## src/rtl/multi_cycle_timer_pkg.sv

```systemverilog
// ---------------------------------------------------------------------------
// multi_cycle_timer_pkg
//
// Purpose:
//   Shared types and constants for the multi-channel cycle timer.
//   Holds the per-channel FSM state type and the state encodings.
//
// Contents:
//   ST_IDLE/ST_RUN/ST_DONE : 2-bit state encodings
//   timer_state_t          : per-channel FSM state {IDLE, RUN, DONE}
//   is_last_cycle()        : true when a counter sits on the final cycle of a period
// ---------------------------------------------------------------------------
package multi_cycle_timer_pkg;

    localparam logic [1:0] ST_IDLE = 2'd0;
    localparam logic [1:0] ST_RUN  = 2'd1;
    localparam logic [1:0] ST_DONE = 2'd2;

    typedef enum logic [1:0] {
        IDLE = ST_IDLE,
        RUN  = ST_RUN,
        DONE = ST_DONE
    } timer_state_t;

    // A period of length target covers counts 0 .. target-1, so the last
    // cycle is the one where count equals target-1.  Widths are fixed at the
    // widest counter the block supports; callers zero-extend into it.
    function automatic logic is_last_cycle(input logic [31:0] count,
                                           input logic [31:0] target);
        return (count == (target - 32'd1));
    endfunction

endpackage

```

## src/rtl/cycle_timer_ch.sv

```systemverilog
// ---------------------------------------------------------------------------
// cycle_timer_ch
//
// Purpose:
//   One timer channel.  Counts a programmed number of clk cycles, then
//   pulses tick for one cycle.  One-shot channels park in DONE afterwards;
//   periodic channels start the next period straight away.
//
// Ports:
//   clk       in   1      system clock, rising edge
//   rst       in   1      asynchronous reset, active-high
//   start     in   1      start/restart pulse
//   stop      in   1      abort pulse (wins over start)
//   periodic  in   1      mode, sampled on start: 1=periodic, 0=one-shot
//   load_val  in   CNT_W  period in cycles, sampled on start (0 = do not run)
//   busy      out  1      channel is in RUN
//   tick      out  1      one-cycle pulse at each period end
//   done      out  1      sticky one-shot completion flag
//   count     out  CNT_W  current count within the period
//
// All outputs come straight from flops.
// ---------------------------------------------------------------------------
module cycle_timer_ch
    import multi_cycle_timer_pkg::*;
#(
    parameter int CNT_W = 8
) (
    input  logic             clk,
    input  logic             rst,
    input  logic             start,
    input  logic             stop,
    input  logic             periodic,
    input  logic [CNT_W-1:0] load_val,
    output logic             busy,
    output logic             tick,
    output logic             done,
    output logic [CNT_W-1:0] count
);

    localparam logic [CNT_W-1:0] CNT_ZERO = '0;
    localparam logic [CNT_W-1:0] CNT_ONE  = CNT_W'(1);

    timer_state_t     state;
    timer_state_t     state_next;
    logic [CNT_W-1:0] target;
    logic [CNT_W-1:0] target_next;
    logic [CNT_W-1:0] count_next;
    logic             mode_periodic;
    logic             mode_next;
    logic             tick_next;
    logic             busy_next;
    logic             done_next;
    logic             last_cycle;

    assign last_cycle = is_last_cycle(32'(count), 32'(target));

    // Next-state logic.  Priority is stop, then start, then normal counting.
    // A start always zeroes the counter and leaves tick_next at 0, which is
    // what suppresses the tick of an abandoned period on a restart.
    always_comb begin
        state_next  = state;
        count_next  = count;
        target_next = target;
        mode_next   = mode_periodic;
        tick_next   = 1'b0;

        if (stop) begin
            state_next = IDLE;
            count_next = CNT_ZERO;
        end else if (start) begin
            count_next = CNT_ZERO;
            if (load_val != CNT_ZERO) begin
                state_next  = RUN;
                target_next = load_val;
                mode_next   = periodic;
            end else begin
                state_next  = IDLE;
            end
        end else begin
            unique case (state)
                RUN: begin
                    if (last_cycle) begin
                        count_next = CNT_ZERO;
                        tick_next  = 1'b1;
                        if (!mode_periodic) begin
                            state_next = DONE;
                        end
                    end else begin
                        count_next = count + CNT_ONE;
                    end
                end
                IDLE: begin
                    state_next = IDLE;
                end
                DONE: begin
                    state_next = DONE;
                end
                default: begin
                    state_next = IDLE;
                    count_next = CNT_ZERO;
                end
            endcase
        end

        busy_next = (state_next == RUN);
        done_next = (state_next == DONE);
    end

    // State, counter, latched period/mode and the registered flags.
    always_ff @(posedge clk or posedge rst) begin
        if (rst) begin
            state         <= IDLE;
            count         <= CNT_ZERO;
            target        <= CNT_ZERO;
            mode_periodic <= 1'b0;
            tick          <= 1'b0;
            busy          <= 1'b0;
            done          <= 1'b0;
        end else begin
            state         <= state_next;
            count         <= count_next;
            target        <= target_next;
            mode_periodic <= mode_next;
            tick          <= tick_next;
            busy          <= busy_next;
            done          <= done_next;
        end
    end

endmodule

```

## src/rtl/multi_cycle_timer.sv

```systemverilog
// ---------------------------------------------------------------------------
// multi_cycle_timer
//
// Purpose:
//   NUM_CH independent cycle timers, each one-shot or periodic, plus a
//   registered all_done flag that rises once every channel has completed.
//   Used as a timeout/pacing source beside DUTs and as a run-length
//   controller in benches.
//
// Parameters:
//   NUM_CH  number of timer channels (>= 1)
//   CNT_W   counter/period width; longest period is 2**CNT_W-1 cycles
//
// Ports:
//   clk       in   1             system clock, rising edge
//   rst       in   1             asynchronous reset, active-high
//   start     in   NUM_CH        per-channel start/restart pulse
//   stop      in   NUM_CH        per-channel abort pulse
//   periodic  in   NUM_CH        per-channel mode, sampled on start
//   load_val  in   NUM_CH*CNT_W  per-channel period, ch i at [i*CNT_W +: CNT_W]
//   busy      out  NUM_CH        channel in RUN
//   tick      out  NUM_CH        one-cycle pulse at each period end
//   done      out  NUM_CH        sticky one-shot completion
//   count     out  NUM_CH*CNT_W  current count per channel
//   all_done  out  1             registered AND of done[]
//
// Configuration:
//   TIMER_TRACE_EN  when defined, adds simulation-only trace prints of each
//                   tick and of all_done rising.  Hardware is unchanged.
// ---------------------------------------------------------------------------
module multi_cycle_timer
    import multi_cycle_timer_pkg::*;
#(
    parameter int NUM_CH = 2,
    parameter int CNT_W  = 8
) (
    input  logic                    clk,
    input  logic                    rst,
    input  logic [NUM_CH-1:0]       start,
    input  logic [NUM_CH-1:0]       stop,
    input  logic [NUM_CH-1:0]       periodic,
    input  logic [NUM_CH*CNT_W-1:0] load_val,
    output logic [NUM_CH-1:0]       busy,
    output logic [NUM_CH-1:0]       tick,
    output logic [NUM_CH-1:0]       done,
    output logic [NUM_CH*CNT_W-1:0] count,
    output logic                    all_done
);

    // One channel per slice of the packed load/count buses.
    for (genvar g = 0; g < NUM_CH; g++) begin : g_ch
        cycle_timer_ch #(
            .CNT_W    (CNT_W)
        ) u_ch (
            .clk      (clk),
            .rst      (rst),
            .start    (start[g]),
            .stop     (stop[g]),
            .periodic (periodic[g]),
            .load_val (load_val[g*CNT_W +: CNT_W]),
            .busy     (busy[g]),
            .tick     (tick[g]),
            .done     (done[g]),
            .count    (count[g*CNT_W +: CNT_W])
        );
    end

    // all_done follows done[] one cycle later.  Periodic channels never set
    // done, so any periodic channel keeps this low.
    always_ff @(posedge clk or posedge rst) begin
        if (rst) begin
            all_done <= 1'b0;
        end else begin
            all_done <= &done;
        end
    end

`ifdef TIMER_TRACE_EN
    // Simulation-only trace.  The all_done line fires on the edge where the
    // flag is about to rise, so it prints exactly once per rise.
    for (genvar t = 0; t < NUM_CH; t++) begin : g_trace
        always @(posedge clk) begin
            if (!rst && tick[t]) begin
                $display("[%0d] tick time : %t", t, $time);
            end
        end
    end

    always @(posedge clk) begin
        if (!rst && (&done) && !all_done) begin
            $display("[all] all_done time : %t", $time);
        end
    end
`else
    // Trace disabled: no display code is compiled.
`endif

endmodule
```

## config.mk

```make
export PLATFORM = sky130hd
export DESIGN_NAME = multi_cycle_timer
export DESIGN_NICKNAME = d
export VERILOG_FILES = /design/src/rtl/multi_cycle_timer_pkg.sv /design/src/rtl/cycle_timer_ch.sv /design/src/rtl/multi_cycle_timer.sv
export SDC_FILE = /design/constraint.sdc
export NUM_CORES = 1
export LEC_CHECK = 0
export ABC_AREA = 1
export CORE_ASPECT_RATIO = 0.6
export CORE_UTILIZATION = 48
export DETAILED_ROUTE_END_ITERATION = 6
export GPL_ROUTABILITY_DRIVEN = 0
export PLACE_DENSITY = 0.76
export SLEW_MARGIN = 20
export SYNTH_ARGS = -nofsm -noshare
export SYNTH_HDL_FRONTEND = slang
export SYNTH_SLANG_ARGS = --single-unit
```

## constraint.sdc

```tcl
create_clock -name clk -period 1.9 [get_ports clk]
set_clock_uncertainty 0.1 [all_clocks]
set_input_delay 0.19 -clock clk [delete_from_list [all_inputs] [get_ports clk]]
set_output_delay 0.19 -clock clk [all_outputs]
set_load 0.01 [all_outputs]
```

# Word level (Yosys, flattened, before mapping)
# Cells that the tools add are included.
[totals] wordCells=70 regBits=45
[op_classes] muxes=28 addsub=4 reduce_logical=9 eq_ne=12 bitwise_logic=2
[ops] operator="== test 8 x 32 -> 1 bit" count=2
[ops] operator="2-to-1 mux 8 bit" count=6
[ops] operator="one-hot mux 8 bit (2 select lines)" count=2
[ops] operator="subtractor 8 x 1 -> 9 bit (second input constant)" count=2
[ops] operator="adder 8 x 1 -> 8 bit (second input constant)" count=2
[ops] operator="2-to-1 mux 2 bit" count=8
[ops] operator="nonzero test 8 bit" count=2
[ops] operator="2-to-1 mux 1 bit" count=10
[ops] operator="== test 2 x 1 -> 1 bit (second input constant)" count=4
[ops] operator="== test 2 bit (second input constant)" count=4
[ops] operator="one-hot mux 2 bit (2 select lines)" count=2
[ops] operator="!= test 3 x 1 -> 1 bit (second input constant)" count=2
[ops] operator="AND reduction 3 bit" count=2
[ops] operator="zero test 2 bit" count=2
[ops] operator="OR reduction 2 bit" count=2
[ops] operator="inverter 1 bit" count=2
[ops] operator="AND reduction 2 bit" count=1

# Depth between registers and ports, before layout
# Gate-level depths: netlist of the first run.
[logic_depth] depth_word=7 ltp_mapped=15 mapped_depth_nobuf=15

# Cells and area by module
# From an unflattened synthesis of the first run, not the netlist that was laid out.
[hier_totals] cells_unflattened=360 hier_area_um2=2731.4
[by_module_without_submodules] module="cycle_timer_ch" instances=2 cells_per_inst=178 area_per_inst_um2=1347.5
[by_module_without_submodules] module="multi_cycle_timer" instances=1 cells_per_inst=4 area_per_inst_um2=36.3

# Least setup slack after synthesis of the first run
# OpenSTA, ideal clock, no wires.
[synth_timing] path_kind="flip-flop to flip-flop" from="register g_ch[0].u_ch.target[0]" to="register g_ch[0].u_ch.busy" arrival_time_ns=1.542 required_ns=1.686 setup_slack_ns=0.144 stages_incl_launch_ff=16 synth_period_minus_slack_ns=1.756 path_cell_list="dfrtp_1 -> inv_1 -> ha_1 -> nand2_2 -> nor2_2 -> nand2_1 -> nand2_1 -> o21ai_1 -> nand2_1 -> nand2_1 -> nor2_2 -> nand3b_1 -> nand2_1 -> nand2_2 -> nand2_2 -> nor2_1"
[synth_via] elab_chain_cells=7
[synth_rtl] element="from (decl)" line="cycle_timer_ch.sv:45" source="logic [CNT_W-1:0] target;"
[synth_rtl] element="from (signal assigned)" line="cycle_timer_ch.sv:122" source="target <= target_next;"
[synth_rtl] element="subtractor 8 x 1 -> 9 bit" line="multi_cycle_timer_pkg.sv:30" source="return (count == (target - 32'd1));"
[synth_rtl] element="== test 8 x 32 -> 1 bit" line="multi_cycle_timer_pkg.sv:30"
[synth_rtl] element="2-to-1 mux 2 bit" line="cycle_timer_ch.sv:82" source="if (last_cycle) begin"
[synth_rtl] element="one-hot mux 2 bit (2 select lines)" line="cycle_timer_ch.sv:80" source="unique case (state)"
[synth_rtl] element="2-to-1 mux 2 bit" line="cycle_timer_ch.sv:70" source="end else if (start) begin"
[synth_rtl] element="2-to-1 mux 2 bit" line="cycle_timer_ch.sv:67" source="if (stop) begin"
[synth_rtl] element="via g_ch[0].u_ch.state_next[1]" line="cycle_timer_ch.sv:44" source="timer_state_t state_next;"
[synth_rtl] element="== test 2 x 1 -> 1 bit" line="cycle_timer_ch.sv:105" source="busy_next = (state_next == RUN);"
[synth_rtl] element="via g_ch[0].u_ch.busy_next" line="cycle_timer_ch.sv:51" source="logic busy_next;"
[synth_rtl] element="to (signal assigned)" line="cycle_timer_ch.sv:125" source="busy <= busy_next;"
[synth_rtl] element="to (decl)" line="cycle_timer_ch.sv:34" source="output logic busy,"
# The timed path passes the listed nets, and every way through them passes these cells.
# A chain may end at the register's enable or synchronous reset.

# Worst setup path after layout of the first run
[layout_timing] from="register g_ch[0].u_ch.target[1]" to="register g_ch[0].u_ch.busy"
# Same word-level chain as after synthesis.

==> metrics, run 1 <==
status complete, but fails checks; Sequential Power Share 46.0%; Slew Limit Headroom 62.96%; drt wl/cell 14.35 µm; Vias/cell 5.122; critical path required time 2.00 ns; P_int 1.595 mW; syn_area_per_cell 7.669 µm²; drt drc 0; Max Freq 519.2 MHz; P per Cell Area 643.1 nW/µm²; Placement Cell Area about 3300 µm²; Clock Latency Late Sink 0.29 ns; WS Path Type flop to flop; cells after synthesis 356; post-synthesis sequential area ratio 41.25%; Nets 450; flop2flop setup slack -0.03 ns; WHS about 0.13 ns; initial cell density of the core between 50% and 60%; switching share of power about a third; combinational share of power 28.4%; fraction of layout cells with a size suffix above 1 between 20% and 30%; first-pass GRT wire length 11360 µm; Ports 47; TritonRoute pass-1 iters 4; clk buf depth 2; Finished Layout Cells 482; Worst-Margin Slew 0.5551 ns; Distinct cells, synth 26; Vias between 2000 and 2500; die footprint 6004 µm²; DP Cell Count 470; initial antenna violation count 0; clock share of power 25.6%; core area about 5300 µm²; design area about 3700 µm²; Layout area overhead 35.06%; failing checks setup timing; Post-DP HPWL 5054 µm; CTS sink cnt 45; clock slew at reported path FFs 0.08 ns; GRT Util Overall 25.00%; antenna cells 0; Synth warnings 0; P_leak 1.617 nW; Rows 20; worst-path cell chain inv_2, ha_4, nand2_4, nor2_4, nand2_2, nand2_2, o21ai_2, nand2_1, nand2_1, nor2_2, nand3b_1, nand2_1, nand2_2, inv_1, nor2_2; HP Class primary input to async pin; antenna-violating nets left 0; Root Buffer clkbuf_8; period utilization 101.4%; CP Capture Type flop; Hold Vio Cnt, Final 0; H-Tree Depth 2; Startpoint Class flop; dpl ws -0.1346 ns; CP peak stage delay 0.38 ns; setup ws final -0.02591 ns; Setup Viol. Count Final 4; DR iter-0 viols 140; Crit-path slowest cell dfrtp_1; vias in the first global route about 2400; Max Cap Viol 0; die width 99.37 µm; CTS tree yes; TritonCTS Buffers 5; Crit path max-delay family simple AND/OR/NAND/NOR gates; GRT Residual Overflow 0; Final Critical Period 1.926 ns; Worst EP arrival between 2 and 2.5 ns; Mapped Nets 390; VDD IR max between 0.0003 and 0.0004 V; WP buf/inv 2; WP depth 15; Netlist Area Pre-Place approximately 2700 µm²; RSZ-0062 raised after global routing yes; #FFs+latches synth 45; Max Transition Viols Final 0; P_sw around 0.78 mW; reg2reg path depth 15; Port Buffer Count 46; CP max FO 4; Die Ht about 60 µm; Routed Wire Length 6919 µm; largest net degree at the start of global routing 46
==> what timing repair did <==
| item | CTS | global route |
|---|---|---|
| hold buffers | 0 | 0 |
| setup buffers | 3 | 2 |
| setup endpoints to repair | 22 | 27 |
| pin swaps | 16 | 21 |
| resized for setup | 26 | 41 |
==> stage by stage <==
stage	utilization (%)	TNS (ns)	power, mW
floorplan	-	0	1.446
global placement	62.95	-0.2233	1.625
detailed placement	62.95	-1.966	1.644
CTS	66.79	-0.01451	2.308
global route	70.17	-2.472	2.529
finish	70.17	-0.04087	2.371
==> final cells by class <==
type / count / area, µm²
clock buffers: 7 / 86.33
fillers: 429 / 1568
inverters: 54 / 202.7
multi-input cells: 249 / 1600
flip-flops and latches: 45 / 1126
well taps: 66 / 82.58
repair buffers: 61 / 589.3
==> Yosys cell counts <==
| cell | count | share of area [%] |
|---|---|---|
| clkbuf_1 | 2 | 0.28 |
| nand4_4 | 2 | 1.6 |
| o211ai_1 | 1 | 0.28 |
| buf_4 | 6 | 1.6 |
| xnor2_1 | 5 | 1.6 |
| o22ai_1 | 14 | 3.2 |
| a21oi_1 | 4 | 0.73 |
| nor3_1 | 7 | 1.3 |
| inv_1 | 51 | 7.0 |
| nand3_1 | 24 | 4.4 |
| nand3_2 | 1 | 0.37 |
| nor2_1 | 32 | 4.4 |
| nand2_1 | 92 | 13 |
| o21ai_0 | 17 | 3.1 |
| dfrtp_1 | 45 | 41 |
| nand2_2 | 5 | 1.1 |
| ha_1 | 10 | 4.6 |
| o21ai_1 | 2 | 0.37 |
| a21oi_2 | 1 | 0.32 |
| xor2_1 | 19 | 6.1 |
| nand4_1 | 1 | 0.23 |
| nor2_2 | 5 | 1.1 |
| nor3_2 | 2 | 0.73 |
| inv_2 | 3 | 0.41 |
| nor4_1 | 4 | 0.92 |
| nand3b_1 | 1 | 0.28 |
==> placed cells by master, fill, tap and decap left out, drive strengths merged, types with 10 or more instances in the layout <==
cell / instances
buf: 15
clkdlybuf4s50: 46
dfrtp: 45
ha: 10
inv: 53
nand2: 97
nand3: 25
nor2: 37
o21ai: 19
o22ai: 14
xor2: 19
==> final timing paths <==
check                                        from                    endpoint
max                        g_ch[0].u_ch.target[1]           g_ch[0].u_ch.busy
min                                           rst       g_ch[1].u_ch.state[1]
max reg2reg                g_ch[0].u_ch.target[1]           g_ch[0].u_ch.busy
min reg2reg                     g_ch[1].u_ch.done                    all_done
max in group asynchronous                     rst      g_ch[0].u_ch.target[0]
min in group clk                      periodic[0]  g_ch[0].u_ch.mode_periodic
==> worst min-delay path, delay by kind of cell <==
kind / cells / cell delay [ns]
buffers and inverters: 3 / 0.71
==> registers in the layout (all words and copies together), names as in the netlist <==
register / flops
all_done: 1
g_ch.u_ch.busy: 2
g_ch.u_ch.count: 16
g_ch.u_ch.done: 2
g_ch.u_ch.mode_periodic: 2
g_ch.u_ch.state: 4
g_ch.u_ch.target: 16
g_ch.u_ch.tick: 2
==> power groups by stage <==
stage                     clock, mW  combinational (mW)  sequential (mW)
final                         0.607               0.674             1.09
after global routing          0.673               0.756             1.10
after CTS                     0.611               0.614             1.08
after detailed placement          0               0.543             1.10
after global placement            0               0.526             1.10
after floorplan                   0               0.357             1.09
==> cells by family after synthesis <==
family	after synthesis	synth area share, %
adders and majority gates	10	4.583
AOI/OAI and AO/OA	39	8.020
and+or+nand+nor	176	29.10
buffers and inverters	62	9.349
DFF	45	41.25
xor gates and xnor gates	24	7.699
==> metal layers <==
metal  GRT usage (%)  part of all wire [%]  up-vias
met5               0                     0        -
met4           8.403                   1.5        0
met3           3.802                   4.6       11
met2           35.22                    41       71
met1           39.13                    52     1138
li1                -                     -     1249
No activity file was read; power rests on OpenSTA's default activity.
==> run 2: changes to the inputs <==
--- a/config.mk
+++ b/config.mk
@@ -8,6 +8,7 @@
 export ABC_AREA = 1
 export CORE_ASPECT_RATIO = 0.6
 export CORE_UTILIZATION = 48
+export CTS_CLUSTER_DIAMETER = 50
 export DETAILED_ROUTE_END_ITERATION = 6
 export GPL_ROUTABILITY_DRIVEN = 0
 export PLACE_DENSITY = 0.76
==> results of run 2 <==
Same layout as run 1: the final DEF is identical, and so are final timing and power.
==> run 3: changes to the inputs <==
--- a/config.mk
+++ b/config.mk
@@ -11,6 +11,7 @@
 export CTS_CLUSTER_DIAMETER = 50
 export DETAILED_ROUTE_END_ITERATION = 6
 export GPL_ROUTABILITY_DRIVEN = 0
+export HOLD_SLACK_MARGIN = 0.03
 export PLACE_DENSITY = 0.76
 export SLEW_MARGIN = 20
 export SYNTH_ARGS = -nofsm -noshare
==> results of run 3 <==
Same layout as run 1: the final DEF is identical, and so are final timing and power.
